[config.mk]
export PLATFORM = sky130hd
export DESIGN_NAME = alu_issue_ctrl_flat
export DESIGN_NICKNAME = d
export VERILOG_FILES = /design/src/rtl/alu_issue_ctrl_if.sv /design/src/rtl/alu_issue_ctrl.sv /design/src/flat_wrapper.sv
export SDC_FILE = /design/constraint.sdc
export NUM_CORES = 1
export LEC_CHECK = 0
export ABC_CLOCK_PERIOD_IN_PS = 3000
export BUFFER_PORTS_ARGS = -buffer_cell sky130_fd_sc_hd__buf_2
export CAP_MARGIN = 25
export CORE_MARGIN = 1.5
export CORE_UTILIZATION = 34
export CTS_BUF_LIST = sky130_fd_sc_hd__clkbuf_8
export DETAILED_ROUTE_END_ITERATION = 8
export HOLD_SLACK_MARGIN = 0.15
export MAX_ROUTING_LAYER = met4
export SYNTH_ARGS = -nofsm -noshare
export SYNTH_HDL_FRONTEND = slang
export SYNTH_SLANG_ARGS = --single-unit
[constraint.sdc]
create_clock -name clk_i -period 3 [get_ports clk_i]
set_clock_uncertainty 0.1 [all_clocks]
set_input_delay 0.3 -clock clk_i [delete_from_list [all_inputs] [get_ports clk_i]]
set_output_delay 0.3 -clock clk_i [all_outputs]
set_load 0.005 [all_outputs]
[src/rtl/alu_issue_ctrl_if.sv]
// Bundles the three buses around the ALU issue controller:
//   cmd_* : upstream command handshake (valid/ready) with sel/op1/op2 payload
//   alu_* : drive to and results from the shared combinational ALU
//   rsp_* : result handshake (valid/ready) with captured result and flags
//   busy_o, op_count_o : status outputs
// The slave modport is the controller's view; master is the view of the
// surrounding logic (sequencer, ALU and result consumer).
interface alu_issue_ctrl_if #(
    parameter int DWIDTH = 8,
    parameter int CWIDTH = 8
);
    logic              cmd_valid_i;
    logic              cmd_ready_o;
    logic [1:0]        cmd_sel_i;
    logic [DWIDTH-1:0] cmd_op1_i;
    logic [DWIDTH-1:0] cmd_op2_i;
    logic [1:0]        alu_sel_o;
    logic [DWIDTH-1:0] alu_op1_o;
    logic [DWIDTH-1:0] alu_op2_o;
    logic [DWIDTH-1:0] alu_res_i;
    logic              alu_zero_i;
    logic              alu_neg_i;
    logic              rsp_valid_o;
    logic              rsp_ready_i;
    logic [DWIDTH-1:0] rsp_res_o;
    logic              rsp_zero_o;
    logic              rsp_neg_o;
    logic              busy_o;
    logic [CWIDTH-1:0] op_count_o;

    modport slave (
        input  cmd_valid_i, cmd_sel_i, cmd_op1_i, cmd_op2_i,
        input  alu_res_i, alu_zero_i, alu_neg_i, rsp_ready_i,
        output cmd_ready_o, alu_sel_o, alu_op1_o, alu_op2_o,
        output rsp_valid_o, rsp_res_o, rsp_zero_o, rsp_neg_o,
        output busy_o, op_count_o
    );

    modport master (
        output cmd_valid_i, cmd_sel_i, cmd_op1_i, cmd_op2_i,
        output alu_res_i, alu_zero_i, alu_neg_i, rsp_ready_i,
        input  cmd_ready_o, alu_sel_o, alu_op1_o, alu_op2_o,
        input  rsp_valid_o, rsp_res_o, rsp_zero_o, rsp_neg_o,
        input  busy_o, op_count_o
    );
endinterface

[src/rtl/alu_issue_ctrl.sv]
// Sequential front end for a shared combinational ALU.
// Commands enter a DEPTH-entry FIFO through a valid/ready handshake, are
// issued to the ALU one at a time, and each registered result (with the
// ALU's zero/neg flags, passed through untouched) is returned in command
// order through a second valid/ready handshake.
// Ports:
//   clk_i : clock, all state updates on the rising edge
//   rst_i : synchronous active-high reset
//   bus   : alu_issue_ctrl_if.slave (cmd_*, alu_*, rsp_*, busy_o, op_count_o)
module alu_issue_ctrl #(
    parameter int DWIDTH = 8,
    parameter int DEPTH  = 4,
    parameter int CWIDTH = 8
) (
    input  logic               clk_i,
    input  logic               rst_i,
    alu_issue_ctrl_if.slave    bus
);
    localparam int AW = (DEPTH > 1) ? $clog2(DEPTH) : 1;
    localparam logic [AW:0] FULL_COUNT = (AW+1)'(DEPTH);
    localparam logic [1:0]  SEL_ADD    = 2'b00;

    typedef enum logic [1:0] {
        IDLE = 2'd0,
        EXEC = 2'd1,
        RESP = 2'd2
    } state_t;

    // Command FIFO storage and bookkeeping
    logic [1:0]        mem_sel [DEPTH];
    logic [DWIDTH-1:0] mem_op1 [DEPTH];
    logic [DWIDTH-1:0] mem_op2 [DEPTH];
    logic [AW-1:0]     wr_ptr;
    logic [AW-1:0]     rd_ptr;
    logic [AW:0]       count;
    logic              full;
    logic              empty;
    logic              push;
    logic              pop;

    // Controller registers
    state_t            state;
    logic [1:0]        alu_sel;
    logic [DWIDTH-1:0] alu_op1;
    logic [DWIDTH-1:0] alu_op2;
    logic              rsp_valid;
    logic [DWIDTH-1:0] rsp_res;
    logic              rsp_zero;
    logic              rsp_neg;
    logic [CWIDTH-1:0] op_count;

    assign full  = (count == FULL_COUNT);
    assign empty = (count == '0);
    assign push  = bus.cmd_valid_i && !full;

    // Pop happens only when the FSM issues: from IDLE, or back-to-back from
    // RESP on the same edge as the response handshake.
    always_comb begin
        pop = 1'b0;
        case (state)
            IDLE:    pop = !empty;
            RESP:    pop = bus.rsp_ready_i && !empty;
            default: pop = 1'b0;
        endcase
    end

    // FIFO payload write; contents need no reset because pointers gate them
    always_ff @(posedge clk_i) begin
        if (push) begin
            mem_sel[wr_ptr] <= bus.cmd_sel_i;
            mem_op1[wr_ptr] <= bus.cmd_op1_i;
            mem_op2[wr_ptr] <= bus.cmd_op2_i;
        end
    end

    // FIFO pointers (wrap naturally since DEPTH is a power of two) and count
    always_ff @(posedge clk_i) begin
        if (rst_i) begin
            wr_ptr <= '0;
            rd_ptr <= '0;
            count  <= '0;
        end else begin
            if (push) begin
                wr_ptr <= wr_ptr + AW'(1);
            end
            if (pop) begin
                rd_ptr <= rd_ptr + AW'(1);
            end
            case ({push, pop})
                2'b10:   count <= count + (AW+1)'(1);
                2'b01:   count <= count - (AW+1)'(1);
                default: count <= count;
            endcase
        end
    end

    // Issue/capture/respond FSM with all of its outputs registered
    always_ff @(posedge clk_i) begin
        if (rst_i) begin
            state     <= IDLE;
            alu_sel   <= SEL_ADD;
            alu_op1   <= '0;
            alu_op2   <= '0;
            rsp_valid <= 1'b0;
            rsp_res   <= '0;
            rsp_zero  <= 1'b0;
            rsp_neg   <= 1'b0;
            op_count  <= '0;
        end else begin
            // Operands to the ALU only ever change on an issue edge
            if (pop) begin
                alu_sel <= mem_sel[rd_ptr];
                alu_op1 <= mem_op1[rd_ptr];
                alu_op2 <= mem_op2[rd_ptr];
            end
            case (state)
                IDLE: begin
                    state <= pop ? EXEC : IDLE;
                end
                EXEC: begin
                    rsp_res   <= bus.alu_res_i;
                    rsp_zero  <= bus.alu_zero_i;
                    rsp_neg   <= bus.alu_neg_i;
                    rsp_valid <= 1'b1;
                    state     <= RESP;
                end
                RESP: begin
                    if (bus.rsp_ready_i) begin
                        op_count  <= op_count + CWIDTH'(1);
                        rsp_valid <= 1'b0;
                        state     <= pop ? EXEC : IDLE;
                    end else begin
                        state <= RESP;
                    end
                end
                default: begin
                    rsp_valid <= 1'b0;
                    state     <= IDLE;
                end
            endcase
        end
    end

    assign bus.cmd_ready_o = !full;
    assign bus.busy_o      = (state != IDLE) || !empty;
    assign bus.alu_sel_o   = alu_sel;
    assign bus.alu_op1_o   = alu_op1;
    assign bus.alu_op2_o   = alu_op2;
    assign bus.rsp_valid_o = rsp_valid;
    assign bus.rsp_res_o   = rsp_res;
    assign bus.rsp_zero_o  = rsp_zero;
    assign bus.rsp_neg_o   = rsp_neg;
    assign bus.op_count_o  = op_count;

endmodule
[src/flat_wrapper.sv]
// flat-port wrapper written by rule: the top's interface ports become plain ports
module alu_issue_ctrl_flat 
#(
    parameter int DWIDTH = 8,
    parameter int DEPTH  = 4,
    parameter int CWIDTH = 8
)
  (clk_i, rst_i, bus_cmd_valid_i, bus_cmd_sel_i, bus_cmd_op1_i, bus_cmd_op2_i, bus_alu_res_i, bus_alu_zero_i, bus_alu_neg_i, bus_rsp_ready_i, bus_cmd_ready_o, bus_alu_sel_o, bus_alu_op1_o, bus_alu_op2_o, bus_rsp_valid_o, bus_rsp_res_o, bus_rsp_zero_o, bus_rsp_neg_o, bus_busy_o, bus_op_count_o);
  alu_issue_ctrl_if #(.DWIDTH(DWIDTH), .CWIDTH(CWIDTH)) bus_i ();
  input  logic clk_i;
  input  logic rst_i;
  input wire logic [$bits(bus_i.cmd_valid_i)-1:0] bus_cmd_valid_i;
  input wire logic [$bits(bus_i.cmd_sel_i)-1:0] bus_cmd_sel_i;
  input wire logic [$bits(bus_i.cmd_op1_i)-1:0] bus_cmd_op1_i;
  input wire logic [$bits(bus_i.cmd_op2_i)-1:0] bus_cmd_op2_i;
  input wire logic [$bits(bus_i.alu_res_i)-1:0] bus_alu_res_i;
  input wire logic [$bits(bus_i.alu_zero_i)-1:0] bus_alu_zero_i;
  input wire logic [$bits(bus_i.alu_neg_i)-1:0] bus_alu_neg_i;
  input wire logic [$bits(bus_i.rsp_ready_i)-1:0] bus_rsp_ready_i;
  output wire logic [$bits(bus_i.cmd_ready_o)-1:0] bus_cmd_ready_o;
  output wire logic [$bits(bus_i.alu_sel_o)-1:0] bus_alu_sel_o;
  output wire logic [$bits(bus_i.alu_op1_o)-1:0] bus_alu_op1_o;
  output wire logic [$bits(bus_i.alu_op2_o)-1:0] bus_alu_op2_o;
  output wire logic [$bits(bus_i.rsp_valid_o)-1:0] bus_rsp_valid_o;
  output wire logic [$bits(bus_i.rsp_res_o)-1:0] bus_rsp_res_o;
  output wire logic [$bits(bus_i.rsp_zero_o)-1:0] bus_rsp_zero_o;
  output wire logic [$bits(bus_i.rsp_neg_o)-1:0] bus_rsp_neg_o;
  output wire logic [$bits(bus_i.busy_o)-1:0] bus_busy_o;
  output wire logic [$bits(bus_i.op_count_o)-1:0] bus_op_count_o;
  assign bus_i.cmd_valid_i = bus_cmd_valid_i;
  assign bus_i.cmd_sel_i = bus_cmd_sel_i;
  assign bus_i.cmd_op1_i = bus_cmd_op1_i;
  assign bus_i.cmd_op2_i = bus_cmd_op2_i;
  assign bus_i.alu_res_i = bus_alu_res_i;
  assign bus_i.alu_zero_i = bus_alu_zero_i;
  assign bus_i.alu_neg_i = bus_alu_neg_i;
  assign bus_i.rsp_ready_i = bus_rsp_ready_i;
  assign bus_cmd_ready_o = bus_i.cmd_ready_o;
  assign bus_alu_sel_o = bus_i.alu_sel_o;
  assign bus_alu_op1_o = bus_i.alu_op1_o;
  assign bus_alu_op2_o = bus_i.alu_op2_o;
  assign bus_rsp_valid_o = bus_i.rsp_valid_o;
  assign bus_rsp_res_o = bus_i.rsp_res_o;
  assign bus_rsp_zero_o = bus_i.rsp_zero_o;
  assign bus_rsp_neg_o = bus_i.rsp_neg_o;
  assign bus_busy_o = bus_i.busy_o;
  assign bus_op_count_o = bus_i.op_count_o;
  alu_issue_ctrl #(.DWIDTH(DWIDTH), .DEPTH(DEPTH), .CWIDTH(CWIDTH)) u_core (.clk_i(clk_i), .rst_i(rst_i), .bus(bus_i));
endmodule
# After elaboration in Yosys (flattened, before gate mapping)

Memory sizes are Yosys's and may differ from the RTL's. A register that Yosys moved wholly into a read port is not among the register bits.
Index checks and enable logic that the tools add are counted.

Bits in registers: 28
Input port bits: 32
RAM bits: 72
Output and inout port bits: 39
Memories kept: 3
Logic and storage cells: 44

Reductions and logical operators: 11
Equality and inequality tests: 6
$add $sub $neg: 5
Bitwise logic cells: 1
Muxes and demuxes: 9

Memories:

| name           | words | bits a word | rd ports | clocked after memory_dff | write ports | line                 | text |
|---|---|---|---|---|---|---|---|
| u_core.mem_op1 | 4     | 8           | 1        | 1                        | 1           | alu_issue_ctrl.sv:31 | `logic [DWIDTH-1:0] mem_op1 [DEPTH];` |
| u_core.mem_op2 | 4     | 8           | 1        | 1                        | 1           | alu_issue_ctrl.sv:32 | `logic [DWIDTH-1:0] mem_op2 [DEPTH];` |
| u_core.mem_sel | 4     | 2           | 1        | 1                        | 1           | alu_issue_ctrl.sv:30 | `logic [1:0] mem_sel [DEPTH];` |

Operators by type and width:

| operator                                                               | number |
|---|---|
| 8-bit by 1-bit adder with 8-bit output (second input constant)         | 1 |
| 2-bit case mux with 3 select lines                                     | 1 |
| 3-bit case mux with 2 select lines                                     | 1 |
| 2-bit by 1-bit adder with 2-bit output (second input constant)         | 2 |
| 2-bit by 1-bit equality test with 1-bit output (second input constant) | 2 |
| 2-bit equality test (second input constant)                            | 2 |
| 1-bit two-way mux                                                      | 4 |
| 2-bit AND reduction                                                    | 2 |
| 2-bit nonzero test                                                     | 2 |
| 3-bit by 1-bit adder with 3-bit output (second input constant)         | 1 |
| 3-bit equality test (second input constant)                            | 1 |
| 3-bit logical NOT                                                      | 1 |
| 1-bit case mux with 3 select lines                                     | 1 |
| 3-bit by 1-bit subtractor with 3-bit output (second input constant)    | 1 |
| 1-bit logical AND                                                      | 2 |
| 1-bit logical NOT                                                      | 2 |
| 2-bit logical NOT                                                      | 1 |
| 2-bit two-way mux                                                      | 1 |
| 2-bit != test (second input constant)                                  | 1 |
| 1-bit case mux with 2 select lines                                     | 1 |
| 1-bit logical OR                                                       | 1 |
| 1-bit NOT                                                              | 1 |

# Longest topological paths before layout

Gate-level depths: netlist of run 1.

Depth after elaboration: 7
Depth in mapped cells: 10
Depth with buffers taken out: 8

# Worst setup path before layout of run 1

No wires, ideal clock.

Kind: reg2reg
Start: reg u_core.state[1]
End: reg u_core.count[2]
Clock period less this slack: 2.537 ns
Setup time: 0.070 ns
Stages on the path, launching flop included: 11
Data arrival time: 2.367 ns
Path slack: 0.463 ns
Required time: 2.830 ns
Buffers on the path: 2
Path through: dfxtp_1 -> buf_2 -> nor2b_2 -> nor3_2 -> buf_4 -> ha_1 -> inv_1 -> fa_1 -> xor2_1 -> or3_1 -> a21oi_1

Word-level cells in the longest chain between the ends: 4
Elaborated cells between the ends (all ways): 7
Classes of those cells: eq/ne: 3; mux: 2; reduce/logical: 2

RTL lines:

| what                                                                                         | line                  | text |
|---|---|---|
| from (decl)                                                                                  | alu_issue_ctrl.sv:42  | `state_t state;` |
| from (signal assigned)                                                                       | alu_issue_ctrl.sv:118 | `state <= pop ? EXEC : IDLE;` |
| from (signal assigned)                                                                       | alu_issue_ctrl.sv:131 | `state <= pop ? EXEC : IDLE;` |
| 2-bit equality test / 2-bit logical NOT (equally long branches)                              | alu_issue_ctrl.sv:60  | `case (state)` |
| 1-bit case mux with 2 select lines (*)                                                       | alu_issue_ctrl.sv:60  |  |
| via u_core.pop                                                                               | alu_issue_ctrl.sv:39  | `logic pop;` |
| 2-bit by 1-bit equality test with 1-bit output / 2-bit equality test (equally long branches) | alu_issue_ctrl.sv:89  | `case ({push, pop})` |
| 3-bit case mux with 2 select lines / 2-bit nonzero test (equally long branches)              | n/a                   |  |
| to (signal assigned)                                                                         | alu_issue_ctrl.sv:90  | `2'b10: count <= count + (AW+1)'(1);` |
| to (signal assigned)                                                                         | alu_issue_ctrl.sv:91  | `2'b01: count <= count - (AW+1)'(1);` |
| to (signal assigned)                                                                         | alu_issue_ctrl.sv:92  | `default: count <= count;` |
| to (decl)                                                                                    | alu_issue_ctrl.sv:35  | `logic [AW:0] count;` |

The timed path passes the listed nets; every way through them passes the cells marked *.
A chain may end at the register's enable or synchronous reset.

# Worst setup path in the final report of run 1

Start: reg u_core.count[0]
End: reg u_core.count[2]

Word-level cells in the longest chain between the ends: 6
Elaborated cells between the ends (all ways): 13
Classes of those cells: add/sub: 2; eq/ne: 3; mux: 2; reduce/logical: 6

RTL lines:

| what                                                                                         | line                                       | text |
|---|---|---|
| 3-bit logical NOT                                                                            | alu_issue_ctrl.sv:53                       | `assign empty = (count == '0);` |
| 1-bit logical NOT                                                                            | alu_issue_ctrl.sv:61, alu_issue_ctrl.sv:62 |  |
| 1-bit logical AND                                                                            | alu_issue_ctrl.sv:62                       | `RESP: pop = bus.rsp_ready_i && !empty;` |
| 1-bit case mux with 2 select lines                                                           | alu_issue_ctrl.sv:60                       |  |
| 2-bit by 1-bit equality test with 1-bit output / 2-bit equality test (equally long branches) | alu_issue_ctrl.sv:89                       |  |
| 3-bit case mux with 2 select lines / 2-bit nonzero test (equally long branches)              | n/a                                        |  |

Parallel ways exist; a longest one is shown, timed or not.

==> results.ini, run 1 <==
[status]
run_status = completed

[clock_network]
clock_tree_from_tritoncts = done
clock_sink_count = 118
clock_tree.root_cell = clkbuf_8
clkLatencyLatePin_ns = 0.40
htreeDepth = 4
cts.repair_timing.setup_buffer_count = 0
max-clock-path-buffers = 2
clkSlewWorstSetupHoldPaths_ns = 0.07
cts_bufs_inserted = 17

[route]
vias = 2763
wl_um = 8840
via_per_inst = 4.64
drcViolationCount = 0
ant_nets = 0
firstDrtPassIters = 4
routed_wire_length_per_instance_um = 14.8
drt_iter0_drc = 219

[place]
gpl_wtd_cong = 0.700
numPortBuffers = 70
pre_cts_slack_ns = 0.620
placed_cells_incl_taps = 535
dpl.hpwl_um = 5470

[synthesis]
most_used_standard_cells_in_the_synthesized_netlist = 72 x edfxtp_1, 46 x dfxtp_1, 26 x nand2_1
synth.most_common_cell = edfxtp_1
yosys.area.top_type = edfxtp_1
count_of_flip_flops_with_a_built_in_enable_after_synthesis = 72
post_synthesis_sequential_area_ratio_pct = 67.9
synthesis.area_um2 = 4540
synthCells = 302
dominantRegCellSynth = edfxtp_1
synth.distinct_cells = 38
synth_top_cells_by_area = edfxtp_1 48%, dfxtp_1 20%, mux4_2 8.9%
post_synth.cell_area_avg_um2 = 15.0
synthArstFlopShare_pct = 0
mappedNetlistNets = 341
post-synth-top-area-fraction_pct = 47.6
synth_warnings = 0
yosys_register_bits = 118

[setup_path]
category_of_cells_accounting_for_the_largest_share_of_critical_path_delay = simple AND/OR/NAND/NOR gates
timing.setup.critical_path_class = reg2reg
critPathRequiredTime_ns = 3.22
timing.critical_path.cells = or3b_1, nand2_1, ha_1, inv_1, fa_1, xor2_1, or3_1, a21oi_1
cp-start-kind = register
worst-path-buf-inv = 1
worstPathMaxFanout = 10
crit_arrival_ns = 2.60
timing.critical_path.slowest_stage_cell = or3b_1
critical_path.endpoint_type = register
critical_path.max_stage_delay_ns = 0.53

[timing]
grt_setup_unrepaired = false
setup_slack_ns = 0.618
slew_headroom_pct = 33.6
endpoints_failing_setup = 0
final-max-slew-violation-count = 0
worstMarginPinSlew_ns = 0.996
finalHoldViolCount = 0
setup_total_negative_slack_ns = 0
fmax_ghz = 0.420
final_period_minus_worst_setup_slack_ns = 2.38
layout_worst_path_cycle_share_pct = 79.4

[worst_hold_path]
worstHoldPathType = in2reg

[final_layout]
final_nets = 446
post_route_cells_drive_above_1_share_pct = 30.7
instances_no_fill = 596
area_delta_synth_final_pct = 27.2
layout.filler_cells = 1219
antennaDiodeCount = 0

[floorplan]
die-width_um = 119
chipHeight_um = 119
ioPinCount = 71
core_region_area_um2 = 13100
initial_core_utilization_pct = 34.6
placement_rows = 42
die_area_um2 = 14100

[job]
max-cap-violations = 0

[global_route]
grt_max_degree = 48
grt.overflow.total = 0
antenna_found_initial = 0
grt.total_usage_pct = 13.7
first_global_vias = 2852
global_route_wire_length_before_repair_um = 14300

[power_and_ir_drop]
power-per-cell-area_nw_per_um2 = 831
static-leakage-power_nw = 2.11
ir_drop_mv = 0.303

[cell families (layout without fill, tap and decap cells)]
family	count (synthesis)	in the layout	synth area share, %
AOI/OAI and AO/OA	48	48	7.16
xor gates and xnor gates	4	4	0.771
adders and majority gates	7	7	2.09
buffers and inverters	22	140	2.15
DFF	118	118	67.9
muxes	20	20	9.39
and+or+nand+nor	83	83	10.6
[state kept, by name, summed over array words and instances, names as in the netlist, 3 cells and up]
name / flops
u_core.mem_op1: 32
u_core.mem_op2: 32
u_core.bus.alu_op1_o: 8
u_core.bus.alu_op2_o: 8
u_core.bus.op_count_o: 8
u_core.bus.rsp_res_o: 8
u_core.mem_sel: 8
u_core.count: 3
[path summary, 6_finish.rpt]
check | startpoint | end | slack (ns) | cells past startpoint
worst max-delay path | u_core.count[0] | u_core.count[2] | 0.62 | 8
worst min-delay path | bus_rsp_ready_i | u_core.bus.rsp_valid_o | 0.18 | 3
worst max register to register | u_core.count[0] | u_core.count[2] | 0.62 | 8
worst min register to register | u_core.bus.rsp_res_o[2] | u_core.bus.rsp_res_o[2] | 0.35 | 2
[layer usage]
| layer | vias to the layer above | wire length [um] | global-route usage (%) |
|---|---|---|---|
| met5 | - | 0 | - |
| met4 | 0 | 91 | 3.84 |
| met3 | 8 | 438 | 4.20 |
| met2 | 67 | 4420 | 22.6 |
| met1 | 1334 | 3890 | 16.4 |
| li1 | 1354 | - | - |
[layout by cell type (no fill, tap or decap), types with 2 or more instances in the layout]
cell,n
nor3_2,2
bufinv_16,3
o31ai_1,4
edfxtp_1,72
or4_1,4
clkinv_4,3
nor2_1,11
ha_1,6
or3_1,3
o21ai_0,3
dlygate4sd3_1,29
inv_1,5
nand2b_1,19
buf_4,4
clkbuf_8,18
inv_6,3
and3_1,4
dfxtp_1,46
nand2_1,26
nand3_1,2
xor2_1,4
a21o_1,2
mux4_2,18
o2bb2ai_1,18
buf_2,70
a21oi_1,20
nor2b_1,2
clkinvlp_4,3
[power breakdown]
| part | total (W) | internal, W | switching (W) |
|---|---|---|---|
| Clock | 0.00150 | 0.000851 | 0.000649 |
| Sequential | 0.00214 | 0.00200 | 0.000145 |
| Combinational | 0.00116 | 0.000544 | 0.000615 |
| Total | 0.00480 | 0.00339 | 0.00141 |
[timing repair]
item / in CTS / in global routing
endpoints found under the hold margin: 84 / 0
resized for setup: 0 / 0
hold buffers: 29 / 0
[area by class of cell]
class | instances | area (um2) | share of cell area, %
inverters | 5 | 18.8 | 0.325
flip-flops and latches | 118 | 3080 | 53.4
clock inverters | 14 | 174 | 3.01
clock buffers | 18 | 248 | 4.29
multi-input cells | 162 | 1360 | 23.6
repair buffers | 103 | 671 | 11.6
well taps | 176 | 220 | 3.81
[metrics by stage]
step / hold WS, ns / power [W] / utilization [%] / cell area (um2)
floorplan: 0.299 / 0.00292 / - / 4540
global placement: 0.338 / 0.00331 / 38.6 / 5060
detailed placement: 0.346 / 0.00334 / 38.6 / 5060
CTS: 0.154 / 0.00488 / 44.0 / 5780
global route: 0.192 / 0.00509 / 44.0 / 5780
finish: 0.184 / 0.00480 / 44.0 / 5780
[worst register-to-register path, delay by kind of cell (launching register included)]
family                     cells  cell delay (ns)
DFF                            1             0.35
and+or+nand+nor                3             0.95
AOI/OAI and AO/OA              1             0.14
xor gates and xnor gates       1             0.15
adders and majority gates      2             0.56
buffers and inverters          1             0.06
Power figures use the tool's default switching activity.
==> run 2, diff against run 1 <==
ABC_CLOCK_PERIOD_IN_PS = 2000   (was 3000)
clock period = 2 ns   (was 3 ns; I/O delays follow)
==> run 2 against run 1 <==
Effect of this change: highest routed layer unchanged; final area rose by 5.0%; die area did not move; combinational power rose by 78%; cell count rose by 3.5%; critical endpoint unchanged; the run now ends with setup timing left; total power rose by 62%; critical path type unchanged.
==> results.ini, run 2 (synthesis gave the netlist of run 1 again) <==
[status]
run_status = finished, violations left
failed_checks = setup timing

[setup_path]
critical_path.endpoint_type = register
timing.critical_path.slowest_stage_cell = or3b_4
timing.setup.critical_path_class = reg2reg
crit_arrival_ns = 2.33
r2r_cells = 8
timing.critical_path.cells = or3b_4, nand2_2, ha_4, inv_2, fa_2, xor2_1, or3_1, a21oi_2
cp-start-kind = register
reg2reg_slack_ns = -0.07
regToRegStartpoint = u_core.count[0]
critPathRequiredTime_ns = 2.25
startpoint = u_core.count[0]
critical_path.max_stage_delay_ns = 0.40
worstPathMaxFanout = 2
critical_path.reg2reg.endpoint = u_core.count[2]
setup.worst_path.end = u_core.count[2]

[timing]
slew_headroom_pct = 57.6
layout_worst_path_cycle_share_pct = 104
fmax_ghz = 0.482
finalHoldViolCount = 0
grt_setup_unrepaired = true
final-max-slew-violation-count = 0
worst_hold_slack_ns = 0.208
final_period_minus_worst_setup_slack_ns = 2.07
endpoints_failing_setup = 1
worstMarginPinSlew_ns = 0.632
setup_total_negative_slack_ns = -0.0733
setup_slack_ns = -0.0733

[route]
via_per_inst = 4.67
ant_nets = 0
drcViolationCount = 0
routed_wire_length_per_instance_um = 14.9
vias = 2879
drt_iter0_drc = 129
wl_um = 9210
firstDrtPassIters = 4

[floorplan]
die_area_um2 = 14100
initial_core_utilization_pct = 34.6
die-width_um = 119
placement_rows = 42
chipHeight_um = 119
core_region_area_um2 = 13100
ioPinCount = 71

[final_layout]
multi_input_gate_area_um2 = 1400
largestRegisters = u_core.mem_op1: 32 flops, u_core.mem_op2: 32 flops
ff_latch_area_um2 = 3090
area_delta_synth_final_pct = 33.5
layout_commonest_cell = edfxtp_1
layout.filler_cells = 1212
post_route_cells_drive_above_1_share_pct = 34.9
antennaDiodeCount = 0
final_nets = 467
most-common-layout-cells = 72 x edfxtp_1, 70 x buf_2, 44 x dfxtp_1, 31 x dlygate4sd3_1, 25 x nand2_1
instances_no_fill = 617

[clock_network]
clock_sink_count = 118
clkLatencyLatePin_ns = 0.43
max-clock-path-buffers = 2
clock_tree.root_cell = clkbuf_8
clock_tree_from_tritoncts = done
htreeDepth = 4
cts_bufs_inserted = 17
clkSlewWorstSetupHoldPaths_ns = 0.06

[place]
pre_cts_slack_ns = -0.0725
gpl_wtd_cong = 0.799
dpl.hpwl_um = 5950
numPortBuffers = 70
placed_cells_incl_taps = 553

[worst_hold_path]
worstHoldPathType = in2reg

[power_and_ir_drop]
static-leakage-power_nw = 2.28
power-per-cell-area_nw_per_um2 = 1280
ir_drop_mv = 0.613

[global_route]
grt_max_degree = 47
global_route_wire_length_before_repair_um = 15000
grt.overflow.total = 0
antenna_found_initial = 0
grt.total_usage_pct = 14.6
first_global_vias = 2932

[job]
max-cap-violations = 0

run 2: cell types whose count changed in the layout (fill, tap and decap cells not counted), moves of 2 or more:
| cell | before | now |
|---|---|---|
| buf_12 | 0 | 3 |
| buf_4 | 4 | 19 |
| bufinv_16 | 3 | 5 |
| clkbuf_8 | 18 | 21 |
| clkinv_4 | 3 | 1 |
| clkinvlp_4 | 3 | 0 |
| dfxtp_1 | 46 | 44 |
| dfxtp_2 | 0 | 2 |
| dlygate4sd3_1 | 29 | 31 |
| inv_1 | 5 | 7 |
| inv_6 | 3 | 0 |
run 2: through the flow:
step,power (W),cell area [um2],utilization (%)
floorplan,0.00446,4580,-
global placement,0.00518,5260,40.0
detailed placement,0.00527,5270,40.1
CTS,0.00786,6050,46.1
global route,0.00822,6070,46.2
finish,0.00778,6070,46.2
run 2: where the power goes:
part / internal, W / switching, W
registers: 0.00300 / 0.000207
clock network: 0.00160 / 0.000904
logic: 0.00104 / 0.00103
run 2: worst min path at each step:
| stage | start | endpoint | slack, ns | depth (start not counted) |
|---|---|---|---|---|
| global route | bus_rsp_ready_i | u_core.rd_ptr[0] | 0.21 | 4 |
| CTS | bus_rsp_ready_i | u_core.rd_ptr[0] | 0.20 | 4 |
| finish | bus_rsp_ready_i | u_core.rd_ptr[0] | 0.21 | 4 |
| detailed placement | bus_cmd_op2_i[4] | u_core.mem_op2[0][4] | 0.32 | 1 |
| global placement | bus_cmd_sel_i[1] | u_core.mem_sel[3][1] | 0.31 | 1 |
| floorplan | bus_cmd_op1_i[0] | u_core.mem_op1[0][0] | 0.20 | 0 |
run 2: what timing repair did:
item                                   CTS  global route
endpoints found under the hold margin   96             0
pin swaps                                1             0
cloned                                   0             0
hold buffers                            31             0
setup endpoints to repair                1             2
gates resized for setup                  4             1
setup buffers                            0             1
run 2: critical path, delay by kind of cell (launching register included):
family                   cells  cell delay [ns]
AND/OR/NAND/NOR              3             0.82
adder cells (fa/ha/maj)      2             0.46
flip-flops                   1             0.32
XOR/XNOR                     1             0.16
AO/OA/AOI/OAI                1             0.12
buffers and inverters        1             0.03
run 2: routing by layer:
layer / part of all wire (%) / global-route usage [%] / up-vias
met2: 50 / 24.1 / 72
met1: 44 / 16.8 / 1398
met5: 0 / - / -
li1: - / - / 1394
met3: 4.3 / 4.05 / 15
met4: 1.8 / 6.17 / 0
run 2: area by class of cell:
class,instances,share of cell area [%]
Multi-Input combinational cell,162,23.0
Sequential cell,118,50.9
Clock inverter,11,2.97
Clock buffer,21,4.76
Inverter,5,0.309
Tap cell,176,3.63
Timing Repair Buffer,124,14.4
